### config.mk
export PLATFORM = sky130hd
export DESIGN_NAME = rega_multizona_flat
export DESIGN_NICKNAME = d
export VERILOG_FILES = /design/src/rtl/rega_pkg.sv /design/src/rtl/rega_multizona_if.sv /design/src/rtl/filtro_sensor.sv /design/src/rtl/rega_multizona.sv /design/src/flat_wrapper.sv
export SDC_FILE = /design/constraint.sdc
export NUM_CORES = 1
export LEC_CHECK = 0
export CORE_MARGIN = 3
export CORE_UTILIZATION = 55
export CTS_BUF_LIST = sky130_fd_sc_hd__clkbuf_16
export DETAILED_ROUTE_END_ITERATION = 16
export PLACE_DENSITY = 0.76
export SETUP_SLACK_MARGIN = 0.5
export SLEW_MARGIN = 10
export SYNTH_ARGS = -nofsm -noshare
export SYNTH_HDL_FRONTEND = slang
export SYNTH_SLANG_ARGS = --single-unit
### constraint.sdc
create_clock -name clock -period 5.1 [get_ports clock]
set_input_delay 0.51 -clock clock [delete_from_list [all_inputs] [get_ports clock]]
set_output_delay 0.51 -clock clock [all_outputs]
set_load 0.01 [all_outputs]
### src/rtl/rega_pkg.sv
// Shared types for the multi-zone irrigation controller: FSM states, irrigation
// mode and tank level codes, plus the level-decoding helpers.
package rega_pkg;

   typedef enum logic [1:0] {
      IDLE  = 2'b00,
      REGA  = 2'b01,
      PAUSA = 2'b10
   } estado_t;

   typedef enum logic {
      ASPERSAO    = 1'b0,
      GOTEJAMENTO = 1'b1
   } modo_t;

   typedef logic [1:0] nivel_t;

   localparam nivel_t NIVEL_CRITICO = 2'b00;
   localparam nivel_t NIVEL_BAIXO   = 2'b01;
   localparam nivel_t NIVEL_MEDIO   = 2'b10;
   localparam nivel_t NIVEL_ALTO    = 2'b11;

   function automatic nivel_t nivel_de(input logic h, input logic m, input logic l);
      nivel_t n;
      if (h) begin
         n = NIVEL_ALTO;
      end else if (m) begin
         n = NIVEL_MEDIO;
      end else if (l) begin
         n = NIVEL_BAIXO;
      end else begin
         n = NIVEL_CRITICO;
      end
      return n;
   endfunction

   // A wet probe above a dry one can only mean a faulty probe
   function automatic logic erro_de(input logic h, input logic m, input logic l);
      return (h & ~m) | (m & ~l);
   endfunction

endpackage

### src/rtl/rega_multizona_if.sv
// Sensor inputs and actuator/status outputs of the irrigation controller.
interface rega_multizona_if
   import rega_pkg::*;
#(
   parameter int N_ZONAS = 4
);
   localparam int ZW = $clog2(N_ZONAS);

   logic               H;
   logic               M;
   logic               L;
   logic [N_ZONAS-1:0] Us;
   logic               Ua;
   logic               T;
   logic [N_ZONAS-1:0] Bs;
   logic [N_ZONAS-1:0] Vs;
   logic               Ve;
   logic               Al;
   logic               Erro;
   nivel_t             Nivel;
   logic [ZW-1:0]      Zona;
   logic               Ocupado;
   logic [N_ZONAS-1:0] Falha;

   modport master (
      output H, M, L, Us, Ua, T,
      input  Bs, Vs, Ve, Al, Erro, Nivel, Zona, Ocupado, Falha
   );

   modport slave (
      input  H, M, L, Us, Ua, T,
      output Bs, Vs, Ve, Al, Erro, Nivel, Zona, Ocupado, Falha
   );
endinterface

### src/rtl/filtro_sensor.sv
// Two-flop synchroniser followed by a debounce filter: the output follows the
// input only after it has held a new value for DEB_CYC consecutive cycles.
module filtro_sensor #(
   parameter int DEB_CYC = 1000
) (
   input  logic clock,
   input  logic Rst,
   input  logic din,
   output logic dout
);
   localparam int CW = (DEB_CYC > 1) ? $clog2(DEB_CYC) : 1;

   logic          sinc1_r;
   logic          sinc2_r;
   logic          filt_r;
   logic [CW-1:0] estab_r;

   // Synchroniser chain and stability counter
   always_ff @(posedge clock) begin
      if (!Rst) begin
         sinc1_r <= 1'b0;
         sinc2_r <= 1'b0;
         filt_r  <= 1'b0;
         estab_r <= '0;
      end else begin
         sinc1_r <= din;
         sinc2_r <= sinc1_r;
         if (sinc2_r == filt_r) begin
            estab_r <= '0;
         end else if (estab_r == CW'(DEB_CYC - 1)) begin
            filt_r  <= sinc2_r;
            estab_r <= '0;
         end else begin
            estab_r <= estab_r + CW'(1);
         end
      end
   end

   assign dout = filt_r;
endmodule

### src/rtl/rega_multizona.sv
// Multi-zone irrigation controller: filtered tank/soil/climate sensors drive a
// tank inlet hysteresis and a round-robin IDLE/REGA/PAUSA zone scheduler.
module rega_multizona
   import rega_pkg::*;
#(
   parameter int N_ZONAS   = 4,
   parameter int DEB_CYC   = 1000,
   parameter int MIN_ON    = 5000,
   parameter int MAX_ON    = 50000,
   parameter int PAUSA_CYC = 16
) (
   input  logic             clock,
   input  logic             Rst,
   rega_multizona_if.slave  bus
);
   localparam int ZW = $clog2(N_ZONAS);
   localparam int CW = $clog2(MAX_ON + 1);
   localparam int PW = (PAUSA_CYC > 1) ? $clog2(PAUSA_CYC) : 1;
   localparam int NS = N_ZONAS + 5;

   logic [NS-1:0]      sensor_s;
   logic [NS-1:0]      filt_s;
   logic               h_s, m_s, l_s, ua_s, t_s, erro_s;
   logic [N_ZONAS-1:0] us_s;
   nivel_t             nivel_s;

   estado_t            estado_r, estado_nx_s;
   modo_t              modo_r, modo_nx_s;
   logic [ZW-1:0]      ptr_r, ptr_nx_s, zona_r, zona_nx_s, cand_s, idx_s, prox_s;
   logic               achou_s;
   logic [CW-1:0]      cnt_r, cnt_nx_s;
   logic [PW-1:0]      pausa_r, pausa_nx_s;
   logic [N_ZONAS-1:0] falha_r, falha_nx_s, bs_r, bs_nx_s, vs_r, vs_nx_s;
   logic               ocupado_r, ve_r, al_r, erro_r;
   nivel_t             nivel_r;

   assign sensor_s = {bus.T, bus.Ua, bus.Us, bus.L, bus.M, bus.H};

   for (genvar g = 0; g < NS; g++) begin : g_filtro
      filtro_sensor #(.DEB_CYC(DEB_CYC)) u_filtro (
         .clock (clock),
         .Rst   (Rst),
         .din   (sensor_s[g]),
         .dout  (filt_s[g])
      );
   end

   assign h_s     = filt_s[0];
   assign m_s     = filt_s[1];
   assign l_s     = filt_s[2];
   assign us_s    = filt_s[3 +: N_ZONAS];
   assign ua_s    = filt_s[N_ZONAS + 3];
   assign t_s     = filt_s[N_ZONAS + 4];
   assign erro_s  = erro_de(h_s, m_s, l_s);
   assign nivel_s = nivel_de(h_s, m_s, l_s);
   assign prox_s  = (zona_r == ZW'(N_ZONAS - 1)) ? '0 : zona_r + ZW'(1);

   // Level outputs and inlet valve: open at low/critical, close at high or on probe fault
   always_ff @(posedge clock) begin
      if (!Rst) begin
         ve_r    <= 1'b0;
         al_r    <= 1'b1;
         erro_r  <= 1'b0;
         nivel_r <= NIVEL_CRITICO;
      end else begin
         erro_r  <= erro_s;
         nivel_r <= nivel_s;
         al_r    <= erro_s | (nivel_s == NIVEL_CRITICO);
         if (h_s || erro_s) begin
            ve_r <= 1'b0;
         end else if (nivel_s <= NIVEL_BAIXO) begin
            ve_r <= 1'b1;
         end else begin
            ve_r <= ve_r;
         end
      end
   end

   // Round-robin search from ptr for the first dry zone without a timeout flag
   always_comb begin
      achou_s = 1'b0;
      cand_s  = '0;
      idx_s   = '0;
      for (int i = 0; i < N_ZONAS; i++) begin
         idx_s = ZW'((int'(ptr_r) + i) % N_ZONAS);
         if (!achou_s && us_s[idx_s] && !falha_r[idx_s]) begin
            achou_s = 1'b1;
            cand_s  = idx_s;
         end else begin
            achou_s = achou_s;
         end
      end
   end

   // Next-state logic; abort outranks timeout so an aborted run never flags Falha
   always_comb begin
      estado_nx_s = estado_r;
      modo_nx_s   = modo_r;
      ptr_nx_s    = ptr_r;
      zona_nx_s   = zona_r;
      cnt_nx_s    = cnt_r;
      pausa_nx_s  = pausa_r;
      falha_nx_s  = falha_r;
      case (estado_r)
         IDLE: begin
            if (achou_s && l_s && !erro_s) begin
               estado_nx_s = REGA;
               zona_nx_s   = cand_s;
               cnt_nx_s    = '0;
               modo_nx_s   = (!t_s && !ua_s && m_s) ? ASPERSAO : GOTEJAMENTO;
            end else begin
               estado_nx_s = IDLE;
            end
         end
         REGA: begin
            if (erro_s || !l_s || (modo_r == ASPERSAO && !m_s)) begin
               estado_nx_s = PAUSA;
               ptr_nx_s    = prox_s;
               pausa_nx_s  = '0;
            end else if (cnt_r >= CW'(MIN_ON) && !us_s[zona_r]) begin
               estado_nx_s = PAUSA;
               ptr_nx_s    = prox_s;
               pausa_nx_s  = '0;
            end else if (cnt_r == CW'(MAX_ON - 1)) begin
               estado_nx_s         = PAUSA;
               ptr_nx_s            = prox_s;
               pausa_nx_s          = '0;
               falha_nx_s[zona_r]  = 1'b1;
            end else if (cnt_r != CW'(MAX_ON)) begin
               cnt_nx_s = cnt_r + CW'(1);
            end else begin
               cnt_nx_s = cnt_r;
            end
         end
         PAUSA: begin
            if (pausa_r == PW'(PAUSA_CYC - 1)) begin
               estado_nx_s = IDLE;
            end else begin
               pausa_nx_s = pausa_r + PW'(1);
            end
         end
         default: begin
            estado_nx_s = IDLE;
         end
      endcase

      bs_nx_s = '0;
      vs_nx_s = '0;
      if (estado_nx_s == REGA) begin
         if (modo_nx_s == ASPERSAO) begin
            bs_nx_s[zona_nx_s] = 1'b1;
         end else begin
            vs_nx_s[zona_nx_s] = 1'b1;
         end
      end else begin
         bs_nx_s = '0;
         vs_nx_s = '0;
      end
   end

   // Scheduler state and valve outputs, aligned with the state they belong to
   always_ff @(posedge clock) begin
      if (!Rst) begin
         estado_r  <= IDLE;
         modo_r    <= ASPERSAO;
         ptr_r     <= '0;
         zona_r    <= '0;
         cnt_r     <= '0;
         pausa_r   <= '0;
         falha_r   <= '0;
         bs_r      <= '0;
         vs_r      <= '0;
         ocupado_r <= 1'b0;
      end else begin
         estado_r  <= estado_nx_s;
         modo_r    <= modo_nx_s;
         ptr_r     <= ptr_nx_s;
         zona_r    <= zona_nx_s;
         cnt_r     <= cnt_nx_s;
         pausa_r   <= pausa_nx_s;
         falha_r   <= falha_nx_s;
         bs_r      <= bs_nx_s;
         vs_r      <= vs_nx_s;
         ocupado_r <= (estado_nx_s == REGA);
      end
   end

   assign bus.Bs      = bs_r;
   assign bus.Vs      = vs_r;
   assign bus.Ve      = ve_r;
   assign bus.Al      = al_r;
   assign bus.Erro    = erro_r;
   assign bus.Nivel   = nivel_r;
   assign bus.Zona    = zona_r;
   assign bus.Ocupado = ocupado_r;
   assign bus.Falha   = falha_r;
endmodule

### src/flat_wrapper.sv
// flat-port wrapper written by rule: the top's interface ports become plain ports
module rega_multizona_flat import rega_pkg::*;
#(
   parameter int N_ZONAS   = 4,
   parameter int DEB_CYC   = 1000,
   parameter int MIN_ON    = 5000,
   parameter int MAX_ON    = 50000,
   parameter int PAUSA_CYC = 16
)
  (clock, Rst, bus_H, bus_M, bus_L, bus_Us, bus_Ua, bus_T, bus_Bs, bus_Vs, bus_Ve, bus_Al, bus_Erro, bus_Nivel, bus_Zona, bus_Ocupado, bus_Falha);
  rega_multizona_if #(.N_ZONAS(N_ZONAS)) bus_i ();
  input  logic clock;
  input  logic Rst;
  input wire logic [$bits(bus_i.H)-1:0] bus_H;
  input wire logic [$bits(bus_i.M)-1:0] bus_M;
  input wire logic [$bits(bus_i.L)-1:0] bus_L;
  input wire logic [$bits(bus_i.Us)-1:0] bus_Us;
  input wire logic [$bits(bus_i.Ua)-1:0] bus_Ua;
  input wire logic [$bits(bus_i.T)-1:0] bus_T;
  output wire logic [$bits(bus_i.Bs)-1:0] bus_Bs;
  output wire logic [$bits(bus_i.Vs)-1:0] bus_Vs;
  output wire logic [$bits(bus_i.Ve)-1:0] bus_Ve;
  output wire logic [$bits(bus_i.Al)-1:0] bus_Al;
  output wire logic [$bits(bus_i.Erro)-1:0] bus_Erro;
  output wire logic [$bits(bus_i.Nivel)-1:0] bus_Nivel;
  output wire logic [$bits(bus_i.Zona)-1:0] bus_Zona;
  output wire logic [$bits(bus_i.Ocupado)-1:0] bus_Ocupado;
  output wire logic [$bits(bus_i.Falha)-1:0] bus_Falha;
  assign bus_i.H = bus_H;
  assign bus_i.M = bus_M;
  assign bus_i.L = bus_L;
  assign bus_i.Us = bus_Us;
  assign bus_i.Ua = bus_Ua;
  assign bus_i.T = bus_T;
  assign bus_Bs = bus_i.Bs;
  assign bus_Vs = bus_i.Vs;
  assign bus_Ve = bus_i.Ve;
  assign bus_Al = bus_i.Al;
  assign bus_Erro = bus_i.Erro;
  assign bus_Nivel = bus_i.Nivel;
  assign bus_Zona = bus_i.Zona;
  assign bus_Ocupado = bus_i.Ocupado;
  assign bus_Falha = bus_i.Falha;
  rega_multizona #(.N_ZONAS(N_ZONAS), .DEB_CYC(DEB_CYC), .MIN_ON(MIN_ON), .MAX_ON(MAX_ON), .PAUSA_CYC(PAUSA_CYC)) u_core (.clock(clock), .Rst(Rst), .bus(bus_i));
endmodule
==> flow_summary.ini, run 1 <==
[run_status]
status = completed

[drt]
drtIter0Drc = 241
avgViaCountPerCell = 5.36
wirelength_um = 13400
drt.antenna.violating_nets = 0
num_vias = 5264
drc = 0
dr.pass1.iters = 4
wire_per_inst_um = 13.6

[synthesis]
synth_fa_ha_area_frac = 0.0367
yosys.area_share.simple = 0.263
synth_top_family_by_area = simple AND/OR/NAND/NOR gates
syn_inst = 765
synth_ff_type = dfxtp_1
synth_xor_area_frac = 0.101
synth-seq-cells = 162
synth_compound_area_frac = 0.0756
syn_area_um2 = 6820
async_reset_ff_frac = 0
ys_seq_area_frac = 0.475
synth_warnings = 0
synthDistinctLibCells = 54
synthMuxAreaShare = 0.0209
syn_avg_cell_area_um2 = 8.92
syn-num-nets = 796
synth_edf_count = 0

[clock_tree]
cts-hold-fix-buffers = 0
clk_pin_slew_ns = 0.06
clockBufferDepth = 2
clock-sinks = 162
tritoncts = done
cts_made_buffers = 17
cts_resized = 0
cts_setup_buffers = 0
htree_levels = 4
cts_root_buffer = clkbuf_16
clk_latency_ns = 0.41

[floorplanning]
die_w_um = 117
core_um2 = 12100
die_h_um = 117
dieArea_um2 = 13800
start_util = 0.566
ioPinCount = 31
rows = 40

[worst_setup_path]
cp_slowest_cell = o31ai_1
crit_chain = inv_1, ha_1, o211ai_1, or2_0, o31ai_1, inv_1, nor4_1
path_buf_inv = 2
cp_data_required_time_ns = 5.42
critical-path-top-delay-family = compound AO/OA/AOI/OAI gates
crit_path_start_kind = flip-flop
slowest_delay_ns = 0.78
worst_setup_path_end_kind = flip-flop
worst-setup-path-type = flip-flop to flip-flop
critPathMostFrequentCell = inv_1
cp_data_arrival_time_ns = 2.93
critPathMaxFanout = 6

[final_layout]
fin_nets = 834
post-route-cell-area_um2 = 7870
fin_util = 0.652
fin_cells = 983
diodes = 0
area_growth_pct = 15.4
fillCellCount = 967
drive_gt1_frac = 0.0528

[sta]
hold_slack_ns = 0.434
final-max-slew-violation-count = 0
clock.fmax_ghz = 0.384
hold_viol = 0
worstMarginPinSlew_ns = 0.874
period_minus_slack_ns = 2.61
fin_skew_ns = 0.00752
fin_crit_sh = 0.511
maxSlewHeadroom = 0.410
finalSetupViolCount = 0
layout_setup_ws_ns = 2.49
rsz0062_at_grt = false
setup_tns_ns = 0

[power]
switchingPower_uw = 507
switching_share = 0.199
p_leak_nw = 2.71
vdd_drop_max_v = 0.000252
p_int_mw = 2.05
comb_power_share = 0.015
power_density_nw_per_um2 = 325
power_frac_clock = 0.485
pwr-share-seq = 0.501
power_mw = 2.56

[grt]
grt_pass1_vias = 5155
overflow = 0
antenna_found_initial = 0
grt_usage = 0.199
grt_max_degree = 34
grt_first_pass_wirelength_um = 23000

[placed_design]
hpwlAfterDp_um = 9500
postPlaceCellArea_um2 = 7290
gp_routability_congestion = 0.844
dpl.cell_count = 952
preCtsSetupSlack_ns = 2.23
portBuffers = 30

[worst_hold_path]
hold_class = flip-flop to flip-flop

[flow_run]
maxCapViolCount = 0
## kinds of logic (layout without fill, tap and decap cells)
logic type / after synthesis / in the layout
buffers and inverters: 46 / 96
DFF: 162 / 162
and+or+nand+nor: 368 / 368
adders and majority gates: 20 / 20
AOI/OAI and AO/OA: 77 / 77
xor gates and xnor gates: 79 / 79
muxes: 13 / 13
## worst paths after layout
path                                                   from  slack, ns  cells past startpoint                                             end
min reg2reg  u_core.g_filtro[3].u_filtro.sinc1_r$_SDFF_PN0_       0.43                      1  u_core.g_filtro[3].u_filtro.sinc2_r$_SDFF_PN0_
min          u_core.g_filtro[3].u_filtro.sinc1_r$_SDFF_PN0_       0.43                      1  u_core.g_filtro[3].u_filtro.sinc2_r$_SDFF_PN0_
max                           u_core.estado_r[0]$_SDFF_PN0_       2.49                      7                     u_core.bus.Bs[1]$_SDFF_PP0_
max reg2reg                   u_core.estado_r[0]$_SDFF_PN0_       2.49                      7                     u_core.bus.Bs[1]$_SDFF_PP0_
## flip-flops by register name, summed over array words and instances, names as in the netlist, 4 cells and up
signal and flops:
u_core.g_filtro.u_filtro.estab_r 90, u_core.pausa_r 4, u_core.bus.Falha 4, u_core.g_filtro.u_filtro.sinc1_r 9, u_core.cnt_r 16, u_core.g_filtro.u_filtro.sinc2_r 9, u_core.bus.Vs 4, u_core.g_filtro.u_filtro.dout 9
u_core.bus.Bs 4
## layout by cell type, fill, tap and decap left out, types with 5 or more instances in the layout
cell type / count
a211oi_1: 6
a21oi_1: 23
and2_1: 29
and3_1: 12
clkbuf_16: 17
clkdlybuf4s50_1: 30
dfxtp_1: 162
ha_1: 20
inv_1: 36
mux2i_1: 12
nand2_1: 66
nand3_1: 41
nand4_1: 14
nor2_1: 131
nor3_1: 20
nor4_1: 7
o21ai_0: 15
o31ai_1: 10
or3_1: 5
or4_1: 16
xnor2_1: 40
xor2_1: 39
## synth_stat cells, types with 4 or more instances
master      n  area, um2
dfxtp_1   162       3240
nor2_1    131        492
nand2_1    66        248
nand3_1    41        205
xnor2_1    40        350
xor2_1     39        342
inv_1      32        120
and2_1     29        181
a21oi_1    23        115
ha_1       20        250
nor3_1     20        100
or4_1      16        120
o21ai_0    15       75.1
nand4_1    14       87.6
and3_1     12       75.1
mux2i_1    12        120
o31ai_1    11       82.6
clkbuf_1    9       33.8
nor4_1      7       43.8
a211oi_1    6       45.0
or3_1       5       31.3
nand2b_1    4       25.0
or2_2       4       25.0
## routing by layer
| metal | global-route usage | up-vias | routed length [um] |
|---|---|---|---|
| li1 | - | 2683 | - |
| met1 | 0.234 | 2481 | 5990 |
| met2 | 0.352 | 84 | 6700 |
| met3 | 0.0506 | 16 | 443 |
| met4 | 0.0748 | 0 | 219 |
| met5 | 0 | - | 0 |
## final cells by class
| class | instances | area [um2] | area share |
|---|---|---|---|
| Clock buffer | 17 | 425 | 0.0541 |
| Clock inverter | 14 | 151 | 0.0192 |
| Inverter | 33 | 124 | 0.0157 |
| Multi-Input combinational cell | 557 | 3400 | 0.432 |
| Sequential cell | 162 | 3240 | 0.412 |
| Tap cell | 168 | 210 | 0.0267 |
| Timing Repair Buffer | 32 | 315 | 0.0401 |
## power groups by stage
stage / registers (mW) / clock network (mW) / logic [mW]
finish: 1.28 / 1.24 / 0.0375
global route: 1.28 / 1.32 / 0.0425
CTS: 1.28 / 1.26 / 0.0380
detailed placement: 1.31 / 0 / 0.0378
global placement: 1.31 / 0 / 0.0366
floorplan: 1.31 / 0 / 0.0215
(Power assumes the default switching activity.)
==> run 2: changes to the inputs <==
==> constraint.sdc (replaced) <==
create_clock -name clock -period 2.6 [get_ports clock]
set_input_delay 0.26 -clock clock [delete_from_list [all_inputs] [get_ports clock]]
set_output_delay 0.26 -clock clock [all_outputs]
set_load 0.01 [all_outputs]
==> flow_summary.ini, run 2 (synthesized netlist as in run 1, its figures left out) <==
[power]
comb_power_share = 0.016
power_density_nw_per_um2 = 592
vdd_drop_max_v = 0.000478
p_leak_nw = 2.91
pwr-share-seq = 0.504
switching_share = 0.196
p_int_mw = 4.00
power_frac_clock = 0.480
switchingPower_uw = 972

[grt]
grt_first_pass_wirelength_um = 23700
grt_max_degree = 33
antenna_found_initial = 0
overflow = 0
grt_usage = 0.206
grt_pass1_vias = 5268

[worst_setup_path]
cp_slowest_cell = or4_1
slowest_delay_ns = 0.51
cp_data_arrival_time_ns = 2.51
cp_data_required_time_ns = 2.94
cp.depth = 6
worst-setup-path-type = flip-flop to flip-flop
critPathLaunch = u_core.cnt_r[5]$_SDFFE_PN0P_
critical-path-top-delay-family = simple AND/OR/NAND/NOR gates
path_buf_inv = 1
reg2reg_setup_slack_ns = 0.43
timing.rr.end = u_core.cnt_r[4]$_SDFFE_PN0P_
crit_end = u_core.cnt_r[4]$_SDFFE_PN0P_
reg2reg_from = u_core.cnt_r[5]$_SDFFE_PN0P_
crit_path_start_kind = flip-flop
critPathMaxFanout = 13
crit_chain = and4b_1, and3_4, o31a_1, buf_6, or4_1, a21oi_1
worst_setup_path_end_kind = flip-flop
reg2reg_depth = 6

[drt]
drt.antenna.violating_nets = 0
drtIter0Drc = 405
avgViaCountPerCell = 5.43
dr.pass1.iters = 4
wirelength_um = 14500
num_vias = 5509
drc = 0
wire_per_inst_um = 14.3

[final_layout]
post-route-cell-area_um2 = 8400
fin_nets = 864
fin_cells = 1014
largest_register_ffs = 90
final_common_cell = dfxtp_1
diodes = 0
area_growth_pct = 23.2
layout_common_cells = dfxtp_1 (148), nor2_1 (131), nand2_1 (65)
reg.largest.list = u_core.g_filtro.u_filtro.estab_r (90), u_core.cnt_r (16)
top_register = u_core.g_filtro.u_filtro.estab_r
drive_gt1_frac = 0.138

[sta]
maxSlewHeadroom = 0.540
fin_skew_ns = 0.00929
final-max-slew-violation-count = 0
setup_tns_ns = 0
finalSetupViolCount = 0
fin_crit_sh = 0.835
rsz0062_at_grt = true
hold_viol = 0
period_minus_slack_ns = 2.17
layout_setup_ws_ns = 0.430
clock.fmax_ghz = 0.461
worstMarginPinSlew_ns = 0.685

[floorplanning]
rows = 40
die_w_um = 117
ioPinCount = 31
die_h_um = 117
start_util = 0.566
core_um2 = 12100
dieArea_um2 = 13800

[flow_run]
maxCapViolCount = 0

[placed_design]
postPlaceCellArea_um2 = 7350
preCtsSetupSlack_ns = 0.165
dpl.cell_count = 960
gp_routability_congestion = 0.870
portBuffers = 30
hpwlAfterDp_um = 9370

[clock_tree]
tritoncts = done
clock-sinks = 162
clk_latency_ns = 0.42
cts-hold-fix-buffers = 0
clockBufferDepth = 2
clk_pin_slew_ns = 0.06
cts_made_buffers = 17
htree_levels = 4
cts_root_buffer = clkbuf_16

[run_status]
status = completed

[worst_hold_path]
hold_class = primary input to flip-flop
-- run 2: cell count changes in the layout (fill, tap and decap cells not counted), sizes merged --
| cell | before | now |
|---|---|---|
| dlymetal6s2s | 0 | 1 |
| buf | 2 | 31 |
| clkinvlp | 2 | 0 |
| inv | 37 | 40 |
-- run 2: what timing repair did --
item                       CTS  global route
setup endpoints to repair   22            29
buffers inserted             4            17
pin swaps                    6            16
gates resized for setup     21            56
gates cloned                 1             0
-- run 2: area by class of cell --
| class | count | area, um2 |
|---|---|---|
| fill | 908 | 3660 |
| clock inverter | 15 | 136 |
| inverter | 33 | 124 |
| sequential | 162 | 3270 |
| clock buffer | 17 | 425 |
| tap | 168 | 210 |
| multi-input combinational | 557 | 3680 |
| timing repair buffer | 62 | 561 |
-- run 2: power groups by stage --
stage          registers (mW)  logic [mW]  clock network [mW]
6_report                 2.51      0.0799                2.39
5_1_grt                  2.51      0.0889                2.55
3_3_place_gp             2.56      0.0759                   0
4_1_cts                  2.51      0.0784                2.42
3_5_place_dp             2.56      0.0771                   0
2_1_floorplan            2.56      0.0423                   0
-- run 2: per-layer routing --
layer	global-route usage	vias up	part of all wire
met5	0	-	0
met1	0.239	2622	0.44
li1	-	2742	-
met3	0.0593	40	0.033
met4	0.0843	0	0.024
met2	0.357	105	0.51
-- run 2: worst min-delay path by stage --
stage	depth (start not counted)	start	endpoint	slack, ns
after detailed placement	1	u_core.g_filtro[6].u_filtro.sinc1_r$_SDFF_PN0_	u_core.g_filtro[6].u_filtro.sinc2_r$_SDFF_PN0_	0.42
after CTS	2	bus_L	u_core.g_filtro[2].u_filtro.sinc1_r$_SDFF_PN0_	0.41
final	2	bus_L	u_core.g_filtro[2].u_filtro.sinc1_r$_SDFF_PN0_	0.42
after floorplan	1	bus_H	u_core.g_filtro[0].u_filtro.sinc1_r$_SDFF_PN0_	0.39
after global routing	2	bus_L	u_core.g_filtro[2].u_filtro.sinc1_r$_SDFF_PN0_	0.41
after global placement	1	u_core.g_filtro[1].u_filtro.sinc1_r$_SDFF_PN0_	u_core.g_filtro[1].u_filtro.sinc2_r$_SDFF_PN0_	0.42
-- run 2: stage by stage --
step	utilization	power [mW]	hold WS (ns)
floorplan	-	2.60	0.387
global placement	0.609	2.64	0.419
detailed placement	0.609	2.64	0.421
CTS	0.665	5.01	0.406
global route	0.697	5.14	0.413
finish	0.697	4.97	0.421
==> run 3: changes to the inputs <==
==> constraint.sdc (replaced) <==
create_clock -name clock -period 2.1 [get_ports clock]
set_input_delay 0.21 -clock clock [delete_from_list [all_inputs] [get_ports clock]]
set_output_delay 0.21 -clock clock [all_outputs]
set_load 0.01 [all_outputs]
==> flow_summary.ini, run 3 (synthesized netlist as in run 1, its figures left out) <==
[sta]
clock.fmax_ghz = 0.476
setup_tns_ns = 0
layout_setup_ws_ns = 0.000215
final-max-slew-violation-count = 0
maxSlewHeadroom = 0.703
fin_skew_ns = 0.00881
rsz0062_at_grt = true
worstMarginPinSlew_ns = 0.445
period_minus_slack_ns = 2.10
hold_viol = 0
fin_crit_sh = 1.00
finalSetupViolCount = 0

[floorplanning]
dieArea_um2 = 13800
core_um2 = 12100
start_util = 0.566
die_w_um = 117
ioPinCount = 31
die_h_um = 117
rows = 40

[grt]
overflow = 0
grt_first_pass_wirelength_um = 26000
grt_pass1_vias = 5774
grt_max_degree = 28
antenna_found_initial = 0
grt_usage = 0.227

[clock_tree]
cts_made_buffers = 17
htree_levels = 4
clock-sinks = 162
clk_pin_slew_ns = 0.06
clockBufferDepth = 2
clk_latency_ns = 0.43
tritoncts = done
cts_root_buffer = clkbuf_16

[run_status]
status = completed

[placed_design]
dpl.cell_count = 996
preCtsSetupSlack_ns = 0.00778
gp_routability_congestion = 0.893
postPlaceCellArea_um2 = 7780
portBuffers = 30
hpwlAfterDp_um = 10200

[final_layout]
area_growth_pct = 34.4
diodes = 0
post-route-cell-area_um2 = 9170
multiInputGateArea_um2 = 4070
drive_gt1_frac = 0.255
fin_nets = 913
layout_common_cells = dfxtp_1 (144), nor2_1 (130), nand2_1 (63), buf_4 (63), xnor2_1 (40)
reg.largest.list = u_core.g_filtro.u_filtro.estab_r (90), u_core.cnt_r (16)
largest_register_ffs = 90
fillCellCount = 819
top_register = u_core.g_filtro.u_filtro.estab_r
fin_cells = 1062
final_common_cell = dfxtp_1
fin_util = 0.760
seq_area_um2 = 3280

[drt]
wirelength_um = 16000
avgViaCountPerCell = 5.38
wire_per_inst_um = 15.0
drtIter0Drc = 368
dr.pass1.iters = 5
drc = 0
drt.antenna.violating_nets = 0
num_vias = 5716

[worst_setup_path]
crit_chain = nor4_2, or3_4, a31oi_4, o31a_1, buf_6, or4_1, a21oi_1
cp.depth = 7
worst_setup_path_end_kind = flip-flop
critPathLaunch = u_core.cnt_r[4]$_SDFFE_PN0P_
path_buf_inv = 1
reg2reg_depth = 7
reg2reg_setup_slack_ns = 0.0002
critical-path-top-delay-family = simple AND/OR/NAND/NOR gates
cp_slowest_cell = or4_1
crit_path_start_kind = flip-flop
reg2reg_from = u_core.cnt_r[4]$_SDFFE_PN0P_
cp_data_required_time_ns = 2.46
worst-setup-path-type = flip-flop to flip-flop
critPathMaxFanout = 6
cp_data_arrival_time_ns = 2.46
slowest_delay_ns = 0.50
timing.rr.end = u_core.cnt_r[4]$_SDFFE_PN0P_
crit_end = u_core.cnt_r[4]$_SDFFE_PN0P_

[power]
pwr-share-seq = 0.511
p_int_mw = 4.80
switching_share = 0.209
switchingPower_mw = 1.27
power_frac_clock = 0.470
vdd_drop_max_v = 0.000580
comb_power_share = 0.019
p_leak_nw = 3.20
power_density_nw_per_um2 = 662

[worst_hold_path]
hold_class = primary input to flip-flop

[flow_run]
maxCapViolCount = 0
## run 3: per-layer routing
layer / track usage / share of wire
met5: 0 / 0
met4: 0.0916 / 0.030
met3: 0.0598 / 0.039
met2: 0.401 / 0.51
met1: 0.261 / 0.42
## run 3: what timing repair did
action,4_1_cts,5_1_grt
endpoints found under the hold margin,0,0
gates cloned,1,3
gates resized for setup,85,63
hold buffers,0,0
pin swaps,40,31
buffers inserted,22,9
setup endpoints to repair,113,135
## run 3: area by class of cell
cell class / count / share of cell area
clock buffers: 18 / 0.0491
multi-input cells: 560 / 0.443
inverters: 33 / 0.0141
repair buffers: 108 / 0.103
clock inverters: 13 / 0.0102
well taps: 168 / 0.0229
flip-flops and latches: 162 / 0.358
## run 3: worst min path at each step
stage                                                         from                                        endpoint  depth (start not counted)
floorplan                                                    bus_H  u_core.g_filtro[0].u_filtro.sinc1_r$_SDFF_PN0_                          1
global placement    u_core.g_filtro[0].u_filtro.sinc1_r$_SDFF_PN0_  u_core.g_filtro[0].u_filtro.sinc2_r$_SDFF_PN0_                          1
detailed placement  u_core.g_filtro[1].u_filtro.sinc1_r$_SDFF_PN0_  u_core.g_filtro[1].u_filtro.sinc2_r$_SDFF_PN0_                          1
CTS                                                          bus_L  u_core.g_filtro[2].u_filtro.sinc1_r$_SDFF_PN0_                          2
global route                                                 bus_L  u_core.g_filtro[2].u_filtro.sinc1_r$_SDFF_PN0_                          2
finish                                                       bus_L  u_core.g_filtro[2].u_filtro.sinc1_r$_SDFF_PN0_                          2
## run 3: worst reg2reg max path, delay by kind of cell (launching register included)
kind / cells / cell delay (ns)
and+or+nand+nor: 3 / 0.99
buffers and inverters: 1 / 0.16
AOI/OAI and AO/OA: 3 / 0.55
DFF: 1 / 0.32
## run 3: power groups by stage
stage,registers (mW),logic (mW),clock network [mW]
5_1_grt,3.10,0.128,3.03
2_1_floorplan,3.17,0.0529,0
4_1_cts,3.10,0.106,2.88
6_report,3.10,0.116,2.85
3_5_place_dp,3.17,0.0975,0
3_3_place_gp,3.17,0.0946,0
## run 3: through the flow
step | hold slack [ns] | power [mW]
after global routing | 0.366 | 6.26
after CTS | 0.351 | 6.09
final | 0.361 | 6.07
after global placement | 0.418 | 3.27
after floorplan | 0.337 | 3.22
after detailed placement | 0.422 | 3.27
